**config.mk**
```make
export PLATFORM = sky130hd
export DESIGN_NAME = cmp_result_tally
export DESIGN_NICKNAME = d
export VERILOG_FILES = /design/src/rtl/cmp_tally_pkg.sv /design/src/rtl/cmp_run_tracker.sv /design/src/rtl/cmp_result_tally.sv
export SDC_FILE = /design/constraint.sdc
export NUM_CORES = 1
export LEC_CHECK = 0
export CORE_UTILIZATION = 55
export CTS_CLUSTER_SIZE = 8
export DETAILED_ROUTE_END_ITERATION = 7
export GPL_ROUTABILITY_DRIVEN = 0
export HOLD_SLACK_MARGIN = 0.03
export PLACE_DENSITY = 0.75
export SYNTH_ARGS = -nofsm -noshare
export SYNTH_HDL_FRONTEND = slang
export SYNTH_HIERARCHICAL = 1
export SYNTH_SLANG_ARGS = --single-unit
```
**constraint.sdc**
```tcl
create_clock -name clk -period 3.1 [get_ports clk]
set_input_delay 0.62 -clock clk [delete_from_list [all_inputs] [get_ports clk]]
set_output_delay 0.62 -clock clk [all_outputs]
set_load 0.005 [all_outputs]
```
**src/rtl/cmp_tally_pkg.sv**
```systemverilog
// Shared types and flag encodings for the comparator-result tally block.
package cmp_tally_pkg;

    typedef enum logic {
        ACCUM = 1'b0,
        HOLD  = 1'b1
    } state_e;

    localparam logic [2:0] FLAG_GT = 3'b100;
    localparam logic [2:0] FLAG_EQ = 3'b010;
    localparam logic [2:0] FLAG_LT = 3'b001;

    // A flag vector is legal only when it is exactly one of the one-hot codes.
    function automatic logic flag_is_legal(input logic [2:0] flags);
        return (flags == FLAG_GT) || (flags == FLAG_EQ) || (flags == FLAG_LT);
    endfunction

endpackage

```
**src/rtl/cmp_run_tracker.sv**
```systemverilog
// Tracks the current and longest run of consecutive gt samples within a frame.
// max_run presents the look-ahead value that includes this cycle's step.
module cmp_run_tracker #(
    parameter int unsigned CNT_W = 8
) (
    input  logic             clk,
    input  logic             rst,
    input  logic             clr,
    input  logic             step,
    input  logic             is_gt,
    output logic [CNT_W-1:0] max_run
);

    logic [CNT_W-1:0] r_cur_run;
    logic [CNT_W-1:0] r_max_run;
    logic [CNT_W-1:0] w_cur_nxt;
    logic [CNT_W-1:0] w_max_nxt;

    always_comb begin
        w_cur_nxt = r_cur_run;
        w_max_nxt = r_max_run;
        if (step) begin
            w_cur_nxt = is_gt ? (r_cur_run + CNT_W'(1)) : '0;
            if (w_cur_nxt > r_max_run) begin
                w_max_nxt = w_cur_nxt;
            end
        end
    end

    assign max_run = w_max_nxt;

    always_ff @(posedge clk) begin
        if (rst || clr) begin
            r_cur_run <= '0;
            r_max_run <= '0;
        end else begin
            r_cur_run <= w_cur_nxt;
            r_max_run <= w_max_nxt;
        end
    end

endmodule

```
**src/rtl/cmp_result_tally.sv**
```systemverilog
// Per-frame tally of comparator flags with a valid/ready summary output.
// Optional CMP_TALLY_ERRCHK_EN adds illegal-vector count and sticky error ports.
module cmp_result_tally
    import cmp_tally_pkg::*;
#(
    parameter int unsigned FRAME_LEN = 16,
    parameter int unsigned CNT_W     = 8
) (
    input  logic             clk,
    input  logic             rst,
    input  logic             in_valid,
    output logic             in_ready,
    input  logic             gt,
    input  logic             eq,
    input  logic             le,
    input  logic             flush,
    output logic             out_valid,
    input  logic             out_ready,
    output logic [CNT_W-1:0] gt_cnt,
    output logic [CNT_W-1:0] eq_cnt,
    output logic [CNT_W-1:0] lt_cnt,
    output logic [CNT_W-1:0] smp_cnt,
    output logic [CNT_W-1:0] max_gt_run
`ifdef CMP_TALLY_ERRCHK_EN
    ,
    output logic [CNT_W-1:0] err_cnt,
    output logic             err_sticky
`endif
);

    state_e           r_state;
    state_e           w_state_nxt;
    logic             r_in_ready;
    logic             r_out_valid;
    logic             w_accept;
    logic             w_close;
    logic             w_handoff;
    logic [2:0]       w_flags;

    logic [CNT_W-1:0] r_gt;
    logic [CNT_W-1:0] r_eq;
    logic [CNT_W-1:0] r_lt;
    logic [CNT_W-1:0] r_smp;
    logic [CNT_W-1:0] w_gt_nxt;
    logic [CNT_W-1:0] w_eq_nxt;
    logic [CNT_W-1:0] w_lt_nxt;
    logic [CNT_W-1:0] w_smp_nxt;
    logic [CNT_W-1:0] w_max_run;

    logic [CNT_W-1:0] r_sum_gt;
    logic [CNT_W-1:0] r_sum_eq;
    logic [CNT_W-1:0] r_sum_lt;
    logic [CNT_W-1:0] r_sum_smp;
    logic [CNT_W-1:0] r_sum_run;

    assign w_flags = {gt, eq, le};

    // Next state and per-cycle control strobes.
    always_comb begin
        w_state_nxt = r_state;
        w_accept    = 1'b0;
        w_close     = 1'b0;
        w_handoff   = 1'b0;
        unique case (r_state)
            ACCUM: begin
                w_accept = in_valid && r_in_ready;
                w_close  = (w_accept && (r_smp == CNT_W'(FRAME_LEN - 1)))
                         || (flush && (w_accept || (r_smp != '0)));
                if (w_close) begin
                    w_state_nxt = HOLD;
                end
            end
            HOLD: begin
                if (out_ready) begin
                    w_handoff   = 1'b1;
                    w_state_nxt = ACCUM;
                end
            end
            default: w_state_nxt = ACCUM;
        endcase
    end

    always_ff @(posedge clk) begin
        if (rst) begin
            r_state <= ACCUM;
        end else begin
            r_state <= w_state_nxt;
        end
    end

    assign w_gt_nxt  = r_gt  + CNT_W'(w_accept && (w_flags == FLAG_GT));
    assign w_eq_nxt  = r_eq  + CNT_W'(w_accept && (w_flags == FLAG_EQ));
    assign w_lt_nxt  = r_lt  + CNT_W'(w_accept && (w_flags == FLAG_LT));
    assign w_smp_nxt = r_smp + CNT_W'(w_accept);

    cmp_run_tracker #(
        .CNT_W (CNT_W)
    ) u_run_tracker (
        .clk     (clk),
        .rst     (rst),
        .clr     (w_handoff),
        .step    (w_accept),
        .is_gt   (w_flags == FLAG_GT),
        .max_run (w_max_run)
    );

    // Handshake flags mirror the upcoming state; summaries capture post-update totals on close.
    always_ff @(posedge clk) begin
        if (rst) begin
            r_in_ready  <= 1'b0;
            r_out_valid <= 1'b0;
            r_gt        <= '0;
            r_eq        <= '0;
            r_lt        <= '0;
            r_smp       <= '0;
            r_sum_gt    <= '0;
            r_sum_eq    <= '0;
            r_sum_lt    <= '0;
            r_sum_smp   <= '0;
            r_sum_run   <= '0;
        end else begin
            r_in_ready  <= (w_state_nxt == ACCUM);
            r_out_valid <= (w_state_nxt == HOLD);
            if (w_handoff) begin
                r_gt  <= '0;
                r_eq  <= '0;
                r_lt  <= '0;
                r_smp <= '0;
            end else if (w_accept) begin
                r_gt  <= w_gt_nxt;
                r_eq  <= w_eq_nxt;
                r_lt  <= w_lt_nxt;
                r_smp <= w_smp_nxt;
            end
            if (w_close) begin
                r_sum_gt  <= w_gt_nxt;
                r_sum_eq  <= w_eq_nxt;
                r_sum_lt  <= w_lt_nxt;
                r_sum_smp <= w_smp_nxt;
                r_sum_run <= w_max_run;
            end
        end
    end

    assign in_ready   = r_in_ready;
    assign out_valid  = r_out_valid;
    assign gt_cnt     = r_sum_gt;
    assign eq_cnt     = r_sum_eq;
    assign lt_cnt     = r_sum_lt;
    assign smp_cnt    = r_sum_smp;
    assign max_gt_run = r_sum_run;

`ifdef CMP_TALLY_ERRCHK_EN
    logic             w_illegal;
    logic [CNT_W-1:0] r_err;
    logic [CNT_W-1:0] w_err_nxt;
    logic [CNT_W-1:0] r_sum_err;
    logic             r_err_sticky;

    assign w_illegal = w_accept && !flag_is_legal(w_flags);
    assign w_err_nxt = r_err + CNT_W'(w_illegal);

    // Illegal-vector count follows the frame; the sticky flag survives until reset.
    always_ff @(posedge clk) begin
        if (rst) begin
            r_err        <= '0;
            r_sum_err    <= '0;
            r_err_sticky <= 1'b0;
        end else begin
            if (w_handoff) begin
                r_err <= '0;
            end else if (w_accept) begin
                r_err <= w_err_nxt;
            end
            if (w_close) begin
                r_sum_err <= w_err_nxt;
            end
            if (w_illegal) begin
                r_err_sticky <= 1'b1;
            end
        end
    end

    assign err_cnt    = r_sum_err;
    assign err_sticky = r_err_sticky;
`endif

endmodule

```
# Word-level counts from Yosys, hierarchy flattened
# Cells that the tools add are included.
dict set report word_totals {
  mem_bits_ro 0
  out_inout_bits 42
  word_cells 46
  latch_bits 0
  input_bits 8
  ram_bits 0
  mem_count 0
  regBits 90
}
dict set report classes {
  div_mod_pow 0
  eq_ne 4
  mul 0
  bitwise 2
  n_reduce_logical 11
  n_lt_le_gt_ge 1
  n_shift 0
  addsub 5
  mux 10
}
# op count
set ops {}
lappend ops {{adder 8 x 1 -> 8 bit} 4}
lappend ops {{2-to-1 mux 8 bit} 3}
lappend ops {{adder 8 x 1 -> 8 bit, second input constant} 1}
lappend ops {{equality test 8 x 4 -> 1 bit, second input constant} 1}
lappend ops {{greater-than comparator 8 bit} 1}
lappend ops {{nonzero test 8 bit} 1}
lappend ops {{logical AND 1 bit} 6}
lappend ops {{2-to-1 mux 1 bit} 6}
lappend ops {{equality test 3 x 1 -> 1 bit, second input constant} 1}
lappend ops {{equality test 3 x 2 -> 1 bit, second input constant} 1}
lappend ops {{equality test 3 bit, second input constant} 1}
lappend ops {{logical OR 1 bit} 3}
lappend ops {{NOT 1 bit} 2}
lappend ops {{one-hot mux 1 bit (2 select lines)} 1}
lappend ops {{OR reduction 2 bit} 1}

# Logic depth before layout (Yosys ltp)
# Gate-level depths: netlist (run 1).
dict set report depth {
  word_depth 7
  depth_mapped 13
  depth_no_buf 12
}

# Hierarchy
# The synthesis (run 1) kept the hierarchy.
# module instances seq_area_each_um2 area_per_inst_um2 cells_per_inst
set by_module_without_submodules {}
lappend by_module_without_submodules {cmp_result_tally 1 1481.4 3399.5 380}
lappend by_module_without_submodules {cmp_run_tracker 1 320.3 1098.6 123}

# Least setup slack after synthesis (run 1)
# OpenSTA, ideal clock, no wires.
dict set report synth_timing {
  path_kind {input to register}
  startpoint {in eq}
  endpoint {reg r_sum_run[6], in the netlist max_gt_run[6]}
  path_slack_ns 0.242
  arrival_ns 2.726
  path_stages 11
  setup_ns 0.132
  t_required_ns 2.968
  path_buffers 1
  cell_sequence {nor3b_1 a21boi_2 ha_1 a21oi_1 o21a_1 nand2_1 o2111ai_4 buf_6 mux2_4 o21ai_0 a21oi_1}
}
dict set report synth_between {
  elab_chain_cells 5
}
# item line_no
set synth_lines {}
lappend synth_lines {{start: declaration} cmp_result_tally.sv:14} ;# input logic eq,
lappend synth_lines {{equality test 3 bit (*)} cmp_result_tally.sv:103} ;# .is_gt (w_flags == FLAG_GT),
lappend synth_lines {{2-to-1 mux 8 bit (*)} cmp_run_tracker.sv:23} ;# w_cur_nxt = is_gt ? (r_cur_run + CNT_W'(1)) : '0;
lappend synth_lines {{greater-than comparator 8 bit} cmp_run_tracker.sv:24} ;# if (w_cur_nxt > r_max_run) begin
lappend synth_lines {{2-to-1 mux 8 bit (*)} cmp_run_tracker.sv:24}
lappend synth_lines {{2-to-1 mux 8 bit (*)} cmp_run_tracker.sv:22} ;# if (step) begin
lappend synth_lines {{named net w_max_run[6]} cmp_result_tally.sv:48} ;# logic [CNT_W-1:0] w_max_run;
lappend synth_lines {{end signal: assignment} cmp_result_tally.sv:140} ;# r_sum_run <= w_max_run;
lappend synth_lines {{end: declaration} cmp_result_tally.sv:54} ;# logic [CNT_W-1:0] r_sum_run;
# Mark *: on every way through the listed nets, which the timed path passes. The rest lies on a longest branch.
# A chain may end at the register's enable or synchronous reset.

# Worst setup path after layout (run 1)
dict set report layout_timing {
  startpoint {in gt}
  endpoint {reg r_sum_run[4], in the netlist max_gt_run[4]}
}
dict set report layout_between {
  elab_chain_cells 5
}
# item line_no
set layout_lines {}
lappend layout_lines {{start: declaration} cmp_result_tally.sv:13} ;# input logic gt,
lappend layout_lines {{equality test 3 bit (*)} cmp_result_tally.sv:103}
lappend layout_lines {{2-to-1 mux 8 bit (*)} cmp_run_tracker.sv:23}
lappend layout_lines {{greater-than comparator 8 bit} cmp_run_tracker.sv:24}
lappend layout_lines {{2-to-1 mux 8 bit (*)} cmp_run_tracker.sv:24}
lappend layout_lines {{2-to-1 mux 8 bit (*)} cmp_run_tracker.sv:22}
lappend layout_lines {{named net w_max_run[4]} cmp_result_tally.sv:48}
# Marked as above.

==> results of run 1 <==
-- routing by layer --
layer | GRT usage | part of all wire | vias up
met5 | 0 | 0 | -
met4 | 0.115 | 0.029 | 0
met3 | 0.0279 | 0.029 | 26
met2 | 0.480 | 0.53 | 81
met1 | 0.306 | 0.41 | 1844
li1 | - | - | 1861
-- final cells by class --
class                           count  area share
Multi-Input combinational cell    369       0.460
Sequential cell                    90       0.332
Timing Repair Buffer               75       0.130
Clock buffer                       10      0.0254
Tap cell                          102      0.0236
Clock inverter                      6      0.0208
Inverter                           11     0.00762
-- critical path, cell delays in order --
cell and delay [ns]:
clkdlybuf4s50_1 0.47, nor3b_1 0.18, buf_4 0.18, a21boi_2 0.19, ha_1 0.27, a21oi_1 0.15, o21a_1 0.15, nand3_1 0.12
o2111ai_4 0.11, buf_12 0.17, mux2_2 0.33, o21ai_1 0.07, a21oi_1 0.08
-- cells by family (layout without fill, tap and decap cells) --
logic type,after synthesis,in the layout,synth area share
compound gates,95,95,0.155
flops,90,90,0.401
buf+inv,44,102,0.0478
xor+xnor,43,43,0.0837
fa+ha+maj,17,17,0.0473
simple gates,190,190,0.209
mux,24,24,0.0573
-- power by group through the flow --
stage	logic, mW	clock network (mW)	registers [mW]
after floorplan	0.120	0	1.22
after global placement	0.204	0	1.22
after detailed placement	0.210	0	1.22
after CTS	0.211	0.989	1.19
after global routing	0.226	1.04	1.20
final	0.209	0.979	1.19
-- registers in the layout (all words and copies together), names as in the netlist --
signal,count
r_gt,8
u_run_tracker/r_max_run,8
in_ready,1
max_gt_run,8
gt_cnt,8
lt_cnt,8
smp_cnt,8
r_smp,8
u_run_tracker/r_cur_run,8
r_eq,8
r_lt,8
eq_cnt,8
out_valid,1
-- path summary, 6_finish.rpt --
| kind | start | to | slack, ns | depth (start not counted) |
|---|---|---|---|---|
| min | r_lt[0] | r_lt[0] | 0.47 | 2 |
| max | gt | max_gt_run[4] | 0.21 | 13 |
| min reg2reg | r_lt[0] | r_lt[0] | 0.47 | 2 |
| max reg2reg | u_run_tracker/r_cur_run[0] | max_gt_run[4] | 0.28 | 13 |
-- through the flow --
| stage | power (mW) | setup slack, ns | cell area [um2] | TNS [ns] |
|---|---|---|---|---|
| after floorplan | 1.34 | 0.242 | 4500 | 0 |
| after global placement | 1.42 | -0.0773 | 5170 | -0.485 |
| after detailed placement | 1.43 | -0.158 | 5170 | -1.16 |
| after CTS | 2.39 | 0.214 | 5420 | 0 |
| after global routing | 2.46 | 0.0106 | 5420 | 0 |
| final | 2.38 | 0.210 | 5420 | 0 |
-- layout by cell type (no fill, tap or decap), types with 22 or more instances in the layout --
master / count
dfxtp_1: 90
clkdlybuf4s50_1: 48
buf_4: 24
nor3_1: 36
nand3_1: 29
nand2_1: 48
xnor2_1: 30
a21oi_1: 35
o21ai_0: 22
nor2_1: 37
==> results.sh, run 1 <==
export IMPL_diodes=0
export IMPL_yosysWarnings=6
export IMPL_clock_skew_ns=0.00950
export IMPL_regArea_um2=1800
export IMPL_cts_htree_levels=3
export IMPL_cts_buffers=9
export IMPL_antenna_found_initial=0
export IMPL_crit_arrival_ns=3.12
export IMPL_post_cts_buffers=0
export IMPL_ant_nets=0
export IMPL_syn_num_nets=528
export IMPL_clk_pin_slew_ns=0.09
export IMPL_dieHeight_um=92.4
export IMPL_synth_seq_cells=90
export IMPL_crit_type="input port to flip-flop"
export IMPL_hold_buffers=0
export IMPL_comb_power_share=0.088
export IMPL_wl_um=10600
export IMPL_hold_viol=0
export IMPL_drc=0
export IMPL_fin_nets=581
export IMPL_grt_max_degree=37
export IMPL_ys_async_sr_fraction=0
export IMPL_p_int_mw=1.84
export IMPL_layout_drive_gt1_share=0.148
export IMPL_synth_ff_type="dfxtp_1"
export IMPL_cap_violations=0
export IMPL_worst_pin_slew_ns=0.839
export IMPL_clkPwrFrac=0.411
export IMPL_p_per_area_nw_per_um2=439
export IMPL_synthTopCellsByArea="dfxtp_1, xnor2_1, a211oi_2, ha_1, nor3_1"
export IMPL_fill_cells=598
export IMPL_fmax_mhz=346
export IMPL_multi_input_area_um2=2490
export IMPL_synth_area_um2=4500
export IMPL_cts_tree="built"
export IMPL_grt_pass1_vias=3818
export IMPL_root_buffer="clkbuf_8"
export IMPL_hp_class="flip-flop to flip-flop"
export IMPL_area_growth_pct=20.5
export IMPL_whs_ns=0.468
export IMPL_rsz0062_at_grt="false"
export IMPL_avgSynthCellArea_um2=8.94
export IMPL_firstDrtPassIters=5
export IMPL_worstSetupEndpointType="flip-flop"
export IMPL_worstPathRequired_ns=3.33
export IMPL_synth_edff_count=0
export IMPL_layout_cells_non_filler=663
export IMPL_grt_use_total=0.262
export IMPL_dp_hpwl_um=7340
export IMPL_grt_pass1_wl_um=17900
export IMPL_period_minus_slack_ns=2.89
export IMPL_relSlewSlack=0.440
export IMPL_seq_power_share=0.501
export IMPL_start_util=0.576
export IMPL_vias=3812
export IMPL_yosys_area_top_type_share=0.401
export IMPL_vias_per_cell=5.75
export IMPL_ys_types=44
export IMPL_p_leak_nw=1.87
export IMPL_status="finished, final reports clean"
export IMPL_fin_crit_sh=0.932
export IMPL_fin_util=0.694
export IMPL_fp_coreArea_um2=7810
export IMPL_start_kind="input port"
export IMPL_io_pins=50
export IMPL_switching_share=0.229
export IMPL_rows=32
export IMPL_wl_per_cell_um=16.0
export IMPL_synth_cells=503
export IMPL_maxSlewViolCount=0
export IMPL_die_x_um=92.4
export IMPL_post_cts_resized=0
export IMPL_switching_power_mw=0.545
export IMPL_clkSinkCount=90
export IMPL_max_vdd_ir_drop_mv=0.243
export IMPL_ys_seq_area_frac=0.401
export IMPL_yosys_area_top_type="dfxtp_1"
export IMPL_dpl_cell_count=647
export IMPL_synth_common_cells="dfxtp_1, nand2_1, nor2_1"
export IMPL_clock_latency_ns=0.35
export IMPL_setup_viol=0
export IMPL_synth_most_common_cell="dfxtp_1"
export IMPL_cp_max_fo=10
export IMPL_die_area_um2=8540
export IMPL_clock_path_buffers=2
export IMPL_grt_overflow=0
export IMPL_drt_iter0_drc=238
export IMPL_io_buffers=49
Note: power is estimated with default switching activity, not from simulation.
==> inputs of run 2 (changes only) <==
--- a/config.mk
+++ b/config.mk
@@ -5,12 +5,12 @@
 export SDC_FILE = /design/constraint.sdc
 export NUM_CORES = 1
 export LEC_CHECK = 0
-export CORE_UTILIZATION = 55
+export CORE_UTILIZATION = 45
 export CTS_CLUSTER_SIZE = 8
 export DETAILED_ROUTE_END_ITERATION = 7
 export GPL_ROUTABILITY_DRIVEN = 0
 export HOLD_SLACK_MARGIN = 0.03
-export PLACE_DENSITY = 0.75
+export PLACE_DENSITY = 0.63
 export SYNTH_ARGS = -nofsm -noshare
 export SYNTH_HDL_FRONTEND = slang
 export SYNTH_HIERARCHICAL = 1
==> run 2 against run 1 <==
Against the previous run:
- sequential share of layout area fell by 0.17 points
- utilization shrank 13 points
- die area up 22%
- register-to-register slack improved by 0.07 ns
- combinational power hardly changed
- clock-buffer cell count unchanged
- clock skew is 0.0031 ns higher
- clock power fell by 15%
- largest power group unchanged
==> results.sh, run 2 (same netlist as run 1, synthesis figures left out) <==
export IMPL_dieHeight_um=102
export IMPL_p_leak_nw=1.86
export IMPL_start_util=0.462
export IMPL_io_buffers=49
export IMPL_root_buffer="clkbuf_8"
export IMPL_final_common_cell="dfxtp_1"
export IMPL_layout_cells_non_filler=699
export IMPL_area_growth_pct=21.1
export IMPL_die_area_um2=10400
export IMPL_dpl_cell_count=683
export IMPL_clk_pin_slew_ns=0.09
export IMPL_hp_class="flip-flop to flip-flop"
export IMPL_clock_skew_ns=0.0126
export IMPL_hold_viol=0
export IMPL_cts_tree="built"
export IMPL_layout_common_cells="dfxtp_1, nand2_1, clkdlybuf4s50_1"
export IMPL_drt_iter0_drc=124
export IMPL_grt_pass1_wl_um=16900
export IMPL_clock_latency_ns=0.37
export IMPL_wl_um=10100
export IMPL_post_cts_buffers=0
export IMPL_start_kind="input port"
export IMPL_status="finished, final reports clean"
export IMPL_vias_per_cell=5.28
export IMPL_fmax_mhz=344
export IMPL_fin_util=0.560
export IMPL_worstSetupEndpointType="flip-flop"
export IMPL_fin_nets=586
export IMPL_firstDrtPassIters=4
export IMPL_grt_overflow=0
export IMPL_grt_pass1_vias=3587
export IMPL_hold_buffers=0
export IMPL_layout_drive_gt1_share=0.154
export IMPL_worst_pin_slew_ns=0.624
export IMPL_placed_area_um2=5250
export IMPL_wl_per_cell_um=14.5
export IMPL_cp_max_fo=13
export IMPL_fp_coreArea_um2=9730
export IMPL_rsz0062_at_grt="false"
export IMPL_die_x_um=102
export IMPL_diodes=0
export IMPL_drc=0
export IMPL_clock_path_buffers=2
export IMPL_ant_nets=0
export IMPL_worstPathRequired_ns=3.33
export IMPL_dp_hpwl_um=7210
export IMPL_io_pins=50
export IMPL_rows=36
export IMPL_post_cts_resized=0
export IMPL_crit_arrival_ns=3.14
export IMPL_fin_crit_sh=0.938
export IMPL_p_per_area_nw_per_um2=410
export IMPL_cts_buffers=9
export IMPL_finalInstanceArea_um2=5450
export IMPL_period_minus_slack_ns=2.91
export IMPL_crit_type="input port to flip-flop"
export IMPL_setup_viol=0
export IMPL_clkSinkCount=90
export IMPL_max_vdd_ir_drop_mv=0.278
export IMPL_maxSlewViolCount=0
export IMPL_grt_max_degree=33
export IMPL_finalSetupTns_ns=0
export IMPL_grt_use_total=0.208
export IMPL_relSlewSlack=0.580
export IMPL_antenna_found_initial=0
export IMPL_cap_violations=0
export IMPL_vias=3690
export IMPL_cts_htree_levels=3
[run 2: cell count changes in the layout (fill, tap and decap cells not counted)]
cell | before | now
clkinvlp_4 | 0 | 2
inv_8 | 0 | 1
bufinv_16 | 3 | 1
clkbuf_8 | 10 | 9
buf_4 | 24 | 29
clkinv_2 | 1 | 0
clkbuf_1 | 0 | 1
[run 2: final timing paths]
kind                              startpoint            end  slack [ns]  depth (start not counted)
setup / recovery                          gt  max_gt_run[7]        0.19                         13
hold / removal                       r_lt[0]        r_lt[0]        0.46                          2
setup reg to reg  u_run_tracker/r_cur_run[0]  max_gt_run[7]        0.35                         13
hold reg to reg                      r_lt[0]        r_lt[0]        0.46                          2
[run 2: per-layer routing]
metal  up-vias  wire length [um]  global-route usage
li1       1886                 -                   -
met1      1734              4600               0.256
met2        56              4990               0.356
met3        14               356              0.0534
met4         0               187              0.0681
met5         -                 0                   0
[run 2: worst max-delay path, stage by stage]
cell and delay (ns):
clkdlybuf4s50_1 0.47, nor3b_1 0.22, buf_4 0.19, a21boi_2 0.18
ha_1 0.27, a21oi_1 0.16, o21a_1 0.15, nand3_1 0.11
o2111ai_4 0.10, buf_12 0.17, mux2_2 0.33, o21ai_0 0.07
a21oi_1 0.08
[run 2: area by class of cell]
type / count / area, um2
tap: 133 / 166
clock inverter: 6 / 73.8
fill: 901 / 4280
inverter: 11 / 41.3
timing repair buffer: 80 / 743
multi-input combinational: 369 / 2490
clock buffer: 10 / 128
sequential: 90 / 1800
[run 2: per-stage QoR]
stage	setup slack, ns	total power, mW	hold WS (ns)
6_report	0.193	2.23	0.465
5_1_grt	0.00628	2.31	0.488
2_1_floorplan	0.242	1.34	0.441
3_3_place_gp	-0.141	1.42	0.446
4_1_cts	0.178	2.25	0.468
3_5_place_dp	-0.213	1.43	0.456
[run 2: report_power, final]
group          switching (mW)  internal [mW]  leakage [nW]
Clock                   0.450          0.383        0.0950
Sequential             0.0131           1.18         0.728
Combinational           0.109         0.0969          1.04
Total                   0.572           1.66          1.86
